**config.mk**
```make
export PLATFORM = sky130hd
export DESIGN_NAME = rom_read_arbiter_flat
export DESIGN_NICKNAME = d
export VERILOG_FILES = /design/src/rtl/rom_read_arbiter_pkg.sv /design/src/rtl/rom_read_arbiter_if.sv /design/src/rtl/rom_read_arbiter_rr_arb2.sv /design/src/rtl/rom_read_arbiter.sv /design/src/flat_wrapper.sv
export SDC_FILE = /design/constraint.sdc
export NUM_CORES = 1
export LEC_CHECK = 0
export CAP_MARGIN = 15
export CORE_MARGIN = 5
export CORE_UTILIZATION = 51
export CTS_BUF_LIST = sky130_fd_sc_hd__clkbuf_4
export DETAILED_ROUTE_END_ITERATION = 7
export DONT_BUFFER_PORTS = 1
export PLACE_DENSITY = 0.66
export SLEW_MARGIN = 15
export SYNTH_ARGS = -nofsm -noshare
export SYNTH_HDL_FRONTEND = slang
export SYNTH_SLANG_ARGS = --single-unit
```
**constraint.sdc**
```tcl
create_clock -name clk -period 2.73 [get_ports clk]
set_input_delay 0.819 -clock clk [delete_from_list [all_inputs] [get_ports clk]]
set_output_delay 0.819 -clock clk [all_outputs]
set_load 0.02 [all_outputs]
```
**src/rtl/rom_read_arbiter_pkg.sv**
```systemverilog
// rtl/rom_read_arbiter_pkg.sv - shared widths, state encodings and requester ids
package rom_read_arbiter_pkg;

    localparam int AW = 4;
    localparam int DW = 8;

    typedef enum logic {
        ST_IDLE  = 1'b0,
        ST_BURST = 1'b1
    } state_e;

    localparam logic REQ0 = 1'b0;
    localparam logic REQ1 = 1'b1;

endpackage

```
**src/rtl/rom_read_arbiter_if.sv**
```systemverilog
// rtl/rom_read_arbiter_if.sv - requester, ROM and read-return signal bundle
interface rom_read_arbiter_if
    import rom_read_arbiter_pkg::*;
();
    logic          req0;
    logic [AW-1:0] addr0;
    logic [AW-1:0] len0;
    logic          gnt0;
    logic          req1;
    logic [AW-1:0] addr1;
    logic [AW-1:0] len1;
    logic          gnt1;
    logic          rom_cs;
    logic          rom_read_en;
    logic [AW-1:0] rom_addr;
    logic [DW-1:0] rom_data;
    logic [DW-1:0] rd_data;
    logic          rd_valid;
    logic          rd_id;
    logic          rd_last;
    logic          busy;

    modport master (
        output req0, addr0, len0, req1, addr1, len1, rom_data,
        input  gnt0, gnt1, rom_cs, rom_read_en, rom_addr,
               rd_data, rd_valid, rd_id, rd_last, busy
    );

    modport slave (
        input  req0, addr0, len0, req1, addr1, len1, rom_data,
        output gnt0, gnt1, rom_cs, rom_read_en, rom_addr,
               rd_data, rd_valid, rd_id, rd_last, busy
    );
endinterface

```
**src/rtl/rom_read_arbiter_rr_arb2.sv**
```systemverilog
// rtl/rom_read_arbiter_rr_arb2.sv - combinational two-way round-robin pick
module rr_arb2 (
    input  logic [1:0] req_i,
    input  logic       prio_i,
    output logic [1:0] win_o
);

    // Lone requester always wins; on a tie the pointer names the winner.
    always_comb begin
        win_o    = 2'b00;
        win_o[0] = req_i[0] & (~req_i[1] | ~prio_i);
        win_o[1] = req_i[1] & (~req_i[0] |  prio_i);
    end

endmodule

```
**src/rtl/rom_read_arbiter.sv**
```systemverilog
// rtl/rom_read_arbiter.sv - round-robin burst sequencer sharing one ROM
module rom_read_arbiter
    import rom_read_arbiter_pkg::*;
(
    input  logic               clk,
    input  logic               rst_n,
    rom_read_arbiter_if.slave  bus
);

    state_e        state_q, state_d;
    logic          ptr_q, ptr_d;
    logic [AW-1:0] cnt_q, cnt_d;
    logic          id_q, id_d;
    // The ROM address register doubles as the burst's current address.
    logic [AW-1:0] addr_q, addr_d;
    logic          gnt0_q, gnt0_d;
    logic          gnt1_q, gnt1_d;
    logic          cs_q, cs_d;
    logic [DW-1:0] rd_data_q, rd_data_d;
    logic          rd_valid_q, rd_valid_d;
    logic          rd_id_q, rd_id_d;
    logic          rd_last_q, rd_last_d;
    logic [1:0]    win;

    rr_arb2 u_arb (
        .req_i  ({bus.req1, bus.req0}),
        .prio_i (ptr_q),
        .win_o  (win)
    );

    // Next-state: arbitrate in IDLE, step address/count and capture data in BURST.
    always_comb begin
        state_d    = state_q;
        ptr_d      = ptr_q;
        cnt_d      = cnt_q;
        id_d       = id_q;
        addr_d     = addr_q;
        gnt0_d     = 1'b0;
        gnt1_d     = 1'b0;
        cs_d       = 1'b0;
        rd_data_d  = rd_data_q;
        rd_valid_d = 1'b0;
        rd_id_d    = rd_id_q;
        rd_last_d  = 1'b0;
        case (state_q)
            ST_IDLE: begin
                if (win != 2'b00) begin
                    id_d    = win[1] ? REQ1 : REQ0;
                    addr_d  = win[1] ? bus.addr1 : bus.addr0;
                    cnt_d   = win[1] ? bus.len1 : bus.len0;
                    gnt0_d  = win[0];
                    gnt1_d  = win[1];
                    cs_d    = 1'b1;
                    ptr_d   = win[0];
                    state_d = ST_BURST;
                end
            end
            ST_BURST: begin
                rd_data_d  = bus.rom_data;
                rd_valid_d = 1'b1;
                rd_id_d    = id_q;
                rd_last_d  = (cnt_q == '0);
                cnt_d      = cnt_q - 1'b1;
                if (cnt_q == '0) begin
                    state_d = ST_IDLE;
                end else begin
                    addr_d = addr_q + 1'b1;
                    cs_d   = 1'b1;
                end
            end
            default: state_d = ST_IDLE;
        endcase
    end

    // State and output registers; reset drops any burst in flight.
    always_ff @(posedge clk or negedge rst_n) begin
        if (!rst_n) begin
            state_q    <= ST_IDLE;
            ptr_q      <= 1'b0;
            cnt_q      <= '0;
            id_q       <= 1'b0;
            addr_q     <= '0;
            gnt0_q     <= 1'b0;
            gnt1_q     <= 1'b0;
            cs_q       <= 1'b0;
            rd_data_q  <= '0;
            rd_valid_q <= 1'b0;
            rd_id_q    <= 1'b0;
            rd_last_q  <= 1'b0;
        end else begin
            state_q    <= state_d;
            ptr_q      <= ptr_d;
            cnt_q      <= cnt_d;
            id_q       <= id_d;
            addr_q     <= addr_d;
            gnt0_q     <= gnt0_d;
            gnt1_q     <= gnt1_d;
            cs_q       <= cs_d;
            rd_data_q  <= rd_data_d;
            rd_valid_q <= rd_valid_d;
            rd_id_q    <= rd_id_d;
            rd_last_q  <= rd_last_d;
        end
    end

    assign bus.gnt0        = gnt0_q;
    assign bus.gnt1        = gnt1_q;
    assign bus.rom_cs      = cs_q;
    assign bus.rom_read_en = cs_q;
    assign bus.rom_addr    = addr_q;
    assign bus.rd_data     = rd_data_q;
    assign bus.rd_valid    = rd_valid_q;
    assign bus.rd_id       = rd_id_q;
    assign bus.rd_last     = rd_last_q;
    assign bus.busy        = (state_q == ST_BURST);

endmodule
```
**src/flat_wrapper.sv**
```systemverilog
// flat-port wrapper written by rule: the top's interface ports become plain ports
module rom_read_arbiter_flat import rom_read_arbiter_pkg::*;
  (clk, rst_n, bus_req0, bus_addr0, bus_len0, bus_req1, bus_addr1, bus_len1, bus_rom_data, bus_gnt0, bus_gnt1, bus_rom_cs, bus_rom_read_en, bus_rom_addr, bus_rd_data, bus_rd_valid, bus_rd_id, bus_rd_last, bus_busy);
  rom_read_arbiter_if bus_i ();
  input  logic clk;
  input  logic rst_n;
  input wire logic [$bits(bus_i.req0)-1:0] bus_req0;
  input wire logic [$bits(bus_i.addr0)-1:0] bus_addr0;
  input wire logic [$bits(bus_i.len0)-1:0] bus_len0;
  input wire logic [$bits(bus_i.req1)-1:0] bus_req1;
  input wire logic [$bits(bus_i.addr1)-1:0] bus_addr1;
  input wire logic [$bits(bus_i.len1)-1:0] bus_len1;
  input wire logic [$bits(bus_i.rom_data)-1:0] bus_rom_data;
  output wire logic [$bits(bus_i.gnt0)-1:0] bus_gnt0;
  output wire logic [$bits(bus_i.gnt1)-1:0] bus_gnt1;
  output wire logic [$bits(bus_i.rom_cs)-1:0] bus_rom_cs;
  output wire logic [$bits(bus_i.rom_read_en)-1:0] bus_rom_read_en;
  output wire logic [$bits(bus_i.rom_addr)-1:0] bus_rom_addr;
  output wire logic [$bits(bus_i.rd_data)-1:0] bus_rd_data;
  output wire logic [$bits(bus_i.rd_valid)-1:0] bus_rd_valid;
  output wire logic [$bits(bus_i.rd_id)-1:0] bus_rd_id;
  output wire logic [$bits(bus_i.rd_last)-1:0] bus_rd_last;
  output wire logic [$bits(bus_i.busy)-1:0] bus_busy;
  assign bus_i.req0 = bus_req0;
  assign bus_i.addr0 = bus_addr0;
  assign bus_i.len0 = bus_len0;
  assign bus_i.req1 = bus_req1;
  assign bus_i.addr1 = bus_addr1;
  assign bus_i.len1 = bus_len1;
  assign bus_i.rom_data = bus_rom_data;
  assign bus_gnt0 = bus_i.gnt0;
  assign bus_gnt1 = bus_i.gnt1;
  assign bus_rom_cs = bus_i.rom_cs;
  assign bus_rom_read_en = bus_i.rom_read_en;
  assign bus_rom_addr = bus_i.rom_addr;
  assign bus_rd_data = bus_i.rd_data;
  assign bus_rd_valid = bus_i.rd_valid;
  assign bus_rd_id = bus_i.rd_id;
  assign bus_rd_last = bus_i.rd_last;
  assign bus_busy = bus_i.busy;
  rom_read_arbiter u_core (.clk(clk), .rst_n(rst_n), .bus(bus_i));
endmodule
```
==> results of run 1 <==
==> cells in the mapped netlist (2+ instances only) <==
| cell | count | area share, % |
|---|---|---|
| dfrtp_1 | 24 | 52 |
| o21ai_0 | 11 | 4.8 |
| mux2_2 | 9 | 8.8 |
| nor2_1 | 8 | 2.6 |
| nand2_1 | 5 | 1.6 |
| inv_1 | 4 | 1.3 |
| nand3_1 | 4 | 1.7 |
| nor3_1 | 4 | 1.7 |
| o22ai_1 | 4 | 2.2 |
| a211oi_1 | 3 | 2.0 |
| a21oi_1 | 3 | 1.3 |
| ha_1 | 3 | 3.3 |
| and3_1 | 2 | 1.1 |
| buf_2 | 2 | 0.87 |
| buf_4 | 2 | 1.3 |
| nand2b_1 | 2 | 1.1 |
| or2_2 | 2 | 1.1 |
==> worst paths after layout <==
path,slack (ns),cells after the start,to,from
hold / removal,0.18,0,u_core.bus.rom_addr[0],rst_n
setup / recovery,0.81,0,bus_rom_cs,u_core.bus.rom_cs
max in group asynchronous,2.48,0,u_core.bus.rd_data[4],rst_n
hold reg to reg,0.53,2,u_core.id_q,u_core.id_q
setup reg to reg,0.97,4,u_core.bus.rom_addr[3],u_core.bus.rom_cs
min in group clk,0.53,2,u_core.id_q,u_core.id_q
==> cells in the final DEF (no fill, tap or decap), types with 2 or more instances in the layout <==
cell	instances
nand2b_1	2
dfrtp_1	24
and3_1	2
buf_4	2
ha_1	3
o22ai_1	4
clkbuf_4	3
mux2_2	9
nor3_1	4
inv_1	4
a211oi_1	3
nand2_1	5
nor2_1	8
o21ai_0	11
or2_2	2
a21oi_1	3
nand3_1	4
==> cells by family (layout without fill, tap and decap cells) <==
logic type | Yosys count | after routing | share of synthesized area, %
buffers and inverters | 10 | 10 | 4.14
AO/OA/AOI/OAI | 26 | 26 | 14.4
flip-flops | 24 | 24 | 52.3
AND/OR/NAND/NOR | 31 | 31 | 14.2
XOR/XNOR | 2 | 2 | 1.53
adder cells (fa/ha/maj) | 3 | 3 | 3.27
multiplexers | 10 | 10 | 10.1
==> area by class of cell <==
class / instances / area [um^2] / share of cell area, %
Clock buffer: 3 / 22.5 / 1.85
Clock inverter: 1 / 30.0 / 2.47
Inverter: 4 / 15.0 / 1.23
Multi-Input combinational cell: 72 / 499 / 41.0
Sequential cell: 24 / 601 / 49.3
Tap cell: 28 / 35.0 / 2.88
Timing Repair Buffer: 2 / 15.0 / 1.23
==> per-layer routing <==
layer / up-vias / track usage [%] / part of all wire, %
met3: 4 / 7.92 / 10
met2: 37 / 23.7 / 48
met4: 0 / 4.30 / 1.3
met5: - / 0 / 0
li1: 375 / - / -
met1: 403 / 18.8 / 41
==> state kept, by name (all words and copies together) (netlist names) <==
signal,count
u_core.bus.gnt1,1
u_core.cnt_q,4
u_core.bus.rom_addr,4
u_core.bus.rd_data,8
u_core.bus.rd_valid,1
u_core.bus.gnt0,1
u_core.ptr_q,1
u_core.bus.rd_id,1
u_core.id_q,1
u_core.bus.rom_cs,1
u_core.bus.rd_last,1
==> power groups by stage <==
stage	Sequential (W)	Combinational, W	Clock, W
finish	0.000731	0.000438	0.000254
global route	0.000753	0.000502	0.000280
CTS	0.000733	0.000439	0.000263
detailed placement	0.000740	0.000439	0
global placement	0.000735	0.000428	0
floorplan	0.000690	0.000399	0
==> per-stage QoR <==
step	total power [W]	setup WS (ns)
floorplan	0.00109	1.02
global placement	0.00116	0.971
detailed placement	0.00118	0.935
CTS	0.00144	0.793
global route	0.00153	0.736
finish	0.00142	0.808
==> flow_summary.ini, run 1 <==
[clocking]
cts_root_buf = clkbuf_4
cts_buffer_depth = 2
clk_pin_slew_ns = 0.13
clk_latency_ns = 0.31
clock_sinks = 24
cts_setup_buffers = 0
htree_levels = 1
cts_tree = yes
cts_buffers = 3
ctsHoldBuffers = 0
post_cts_resized = 0

[power]
p_sw_share_pct = 39.2
power_switching_w = 0.000558
p_int_w = 0.000865
seq_power_share_pct = 51.3
power_density_nw_per_um2 = 1170
p_clk_share_pct = 17.9
comb_power_share_pct = 30.8
leakage_nw = 0.535
ir_drop_uv = 703

[floorplanning]
rows = 17
design.die.area_um2 = 3300
start_util_pct = 52.9
fp.dieH_um = 57.4
io_pins = 48
die_w_um = 57.4
core-area_um2 = 2170

[cells_and_area]
syn2layout_area_growth_pct = 6.11
finish.instance_area_um2 = 1220
nNetsFinal = 138
diodes = 0
instances_no_fill = 134
final_util_pct = 56.1
drive_gt1_share_pct = 19.8
n_fill_cell = 204

[place]
portBuffers = 0
place_inst = 130
dp_hpwl_um = 1820
finalWeightedCongestion = 0.793
placed_cell_area_um2 = 1160

[logic_synthesis]
synth_seq_cells = 24
ys_warn_count = 0
synth_edf_count = 0
avgSynthCellArea_um2 = 10.8
async_flop_share_pct = 100
ys_dominant_reg_cell = dfrtp_1
synthCells = 106
synth_nets = 137
yosysUniqueCellTypes = 31
syn_area_um2 = 1150
synth-seq-area-share_pct = 52.3

[sta]
finalCriticalPeriod_ns = 1.92
slew_headroom_pct = 56.2
grt_setup_unrepaired = false
slew_violations = 0
hold_viol = 0
tightest_slew_ns = 0.657
max_clock_freq_mhz = 520
worst_clock_skew_ns = 0.00181
finalCritPeriodShare_pct = 70.4
hold_ws_ns = 0.176
setup_viol = 0
fin_setup_tns_ns = 0

[route]
ant_nets = 0
drc_errors = 0
routedWlPerCell_um = 17.8
avgViaCountPerCell = 6.11
routed_wl_um = 2390
drt-pass1-iter-count = 4
drtIter0Drc = 14
vias = 819

[hold_path]
hold_class = input pin to asynchronous set/reset pin

[critical_path]
crit_path_end_kind = primary output
start_kind = flip-flop
critical_path_required_ns = 1.91
path_max_fanout = 7
worst_ep_arrival_time_ns = 1.10
criticalPathCategory = flip-flop to primary output

[flow_run]
drv_cap = 0

[grt]
antenna_found_initial = 0
gr-total-overflow = 0
grt_pass1_vias = 827
grt_pass1_wl_um = 3910
groute.usage.overall_pct = 15.4
grt_max_degree = 25

[outcome]
status = finished, final reports clean
Note: power is estimated with default switching activity, not from simulation.
==> run 2: changes to the inputs <==
PLACE_DENSITY = 0.69   (was 0.66)
clock period = 1.6 ns   (was 2.73 ns; I/O delays follow)
==> flow_summary.ini, run 2 (synthesized netlist as in run 1, its figures left out) <==
[route]
drc_errors = 0
vias = 824
avgViaCountPerCell = 5.80
routedWlPerCell_um = 17.0
routed_wl_um = 2420
drt-pass1-iter-count = 4
ant_nets = 0
drtIter0Drc = 12

[hold_path]
hold_class = input pin to asynchronous set/reset pin

[cells_and_area]
layout_commonest_cell = dfrtp_1
n_fill_cell = 191
final_util_pct = 59.1
mostFrequentLayoutCells = 24 x dfrtp_1, 11 x o21ai_0, 9 x mux2_2
largest_reg_flops = 8
nNetsFinal = 146
syn2layout_area_growth_pct = 11.7
drive_gt1_share_pct = 26.3
instances_no_fill = 142
diodes = 0

[grt]
groute.usage.overall_pct = 16.3
grt_max_degree = 25
grt_pass1_vias = 901
grt_pass1_wl_um = 4260
gr-total-overflow = 0
antenna_found_initial = 0

[power]
p_total_w = 0.00254
p_clk_share_pct = 17.3
power_switching_w = 0.000985
comb_power_share_pct = 35.7
ir_drop_uv = 1100
power_density_nw_per_um2 = 1980
p_int_w = 0.00155
seq_power_share_pct = 47.0
p_sw_share_pct = 38.8
leakage_nw = 0.574

[clocking]
htree_levels = 1
cts_root_buf = clkbuf_4
clk_latency_ns = 0.32
cts_tree = yes
cts_buffers = 3
clk_pin_slew_ns = 0.14
cts_buffer_depth = 2
clock_sinks = 24

[sta]
tightest_slew_ns = 0.531
slew_headroom_pct = 64.6
slew_violations = 0
worst_clock_skew_ns = 0.0117
finalCritPeriodShare_pct = 96.5
finalCriticalPeriod_ns = 1.54
setup_viol = 0
hold_viol = 0
setup_ws_ns = 0.0554
max_clock_freq_mhz = 647

[critical_path]
ff2ff_setup_slack_ns = 0.09
worst_ep_arrival_time_ns = 1.06
path_max_fanout = 7
crit_path_end_kind = primary output
criticalPathCategory = flip-flop to primary output
critical_path_required_ns = 1.12
start_kind = flip-flop

[place]
dp_hpwl_um = 1830
pre_cts_slack_ns = 0.0679
finalWeightedCongestion = 0.767
place_inst = 134
portBuffers = 0

[floorplanning]
core-area_um2 = 2170
start_util_pct = 52.9
io_pins = 48
fp.dieH_um = 57.4
rows = 17
design.die.area_um2 = 3300
die_w_um = 57.4

[outcome]
status = finished, final reports clean

[flow_run]
drv_cap = 0
run 2: area by class of cell:
| class | count | area [um^2] | area share, % |
|---|---|---|---|
| Clock buffer | 3 | 22.5 | 1.76 |
| Sequential cell | 24 | 601 | 46.9 |
| Tap cell | 28 | 35.0 | 2.73 |
| Multi-Input combinational cell | 72 | 502 | 39.2 |
| Timing Repair Buffer | 10 | 76.3 | 5.96 |
| Inverter | 4 | 15.0 | 1.17 |
| Clock inverter | 1 | 30.0 | 2.34 |
run 2: what timing repair did:
| action | CTS | global route |
|---|---|---|
| endpoints found under the setup margin | 3 | 6 |
| pin swaps | 0 | 0 |
| gates resized for setup | 0 | 2 |
| setup buffers | 1 | 2 |
| endpoints found under the hold margin | 24 | 0 |
| hold buffers | 1 | 0 |
run 2: path summary, 6_finish.rpt:
check / from / to / cells after the start
setup / recovery: u_core.bus.rom_cs / bus_busy / 2
hold / removal: rst_n / u_core.bus.rom_addr[2] / 1
setup reg to reg: u_core.cnt_q[0] / u_core.bus.rom_addr[3] / 6
hold reg to reg: u_core.id_q / u_core.bus.rd_id / 1
max in group asynchronous: rst_n / u_core.bus.rd_data[1] / 1
min in group clk: bus_rom_data[0] / u_core.bus.rd_data[0] / 1
run 2: power by group through the flow:
stage	Sequential (W)	Combinational, W	Clock [W]
4_1_cts	0.00120	0.000878	0.000446
6_report	0.00119	0.000906	0.000439
3_3_place_gp	0.00121	0.000804	0
2_1_floorplan	0.00118	0.000681	0
5_1_grt	0.00123	0.00105	0.000472
3_5_place_dp	0.00122	0.000848	0
run 2: worst max-delay path: stages (launching register included):
cell,delay [ns]
dfrtp_1,0.42
buf_4,0.17
buf_6,0.16
run 2: per-stage QoR:
step	TNS (ns)	area (um^2)	hold slack, ns
floorplan	0	1150	0.184
global placement	0	1190	0.185
detailed placement	0	1190	0.185
CTS	0	1260	0.292
global route	-0.00401	1280	0.147
finish	0	1280	0.111
run 2: routing by layer:
layer  GRT usage, %  routed length, um
met1           21.2               1030
met2           24.7               1110
met3           5.43                233
met4           6.62                 44
met5              0                  0
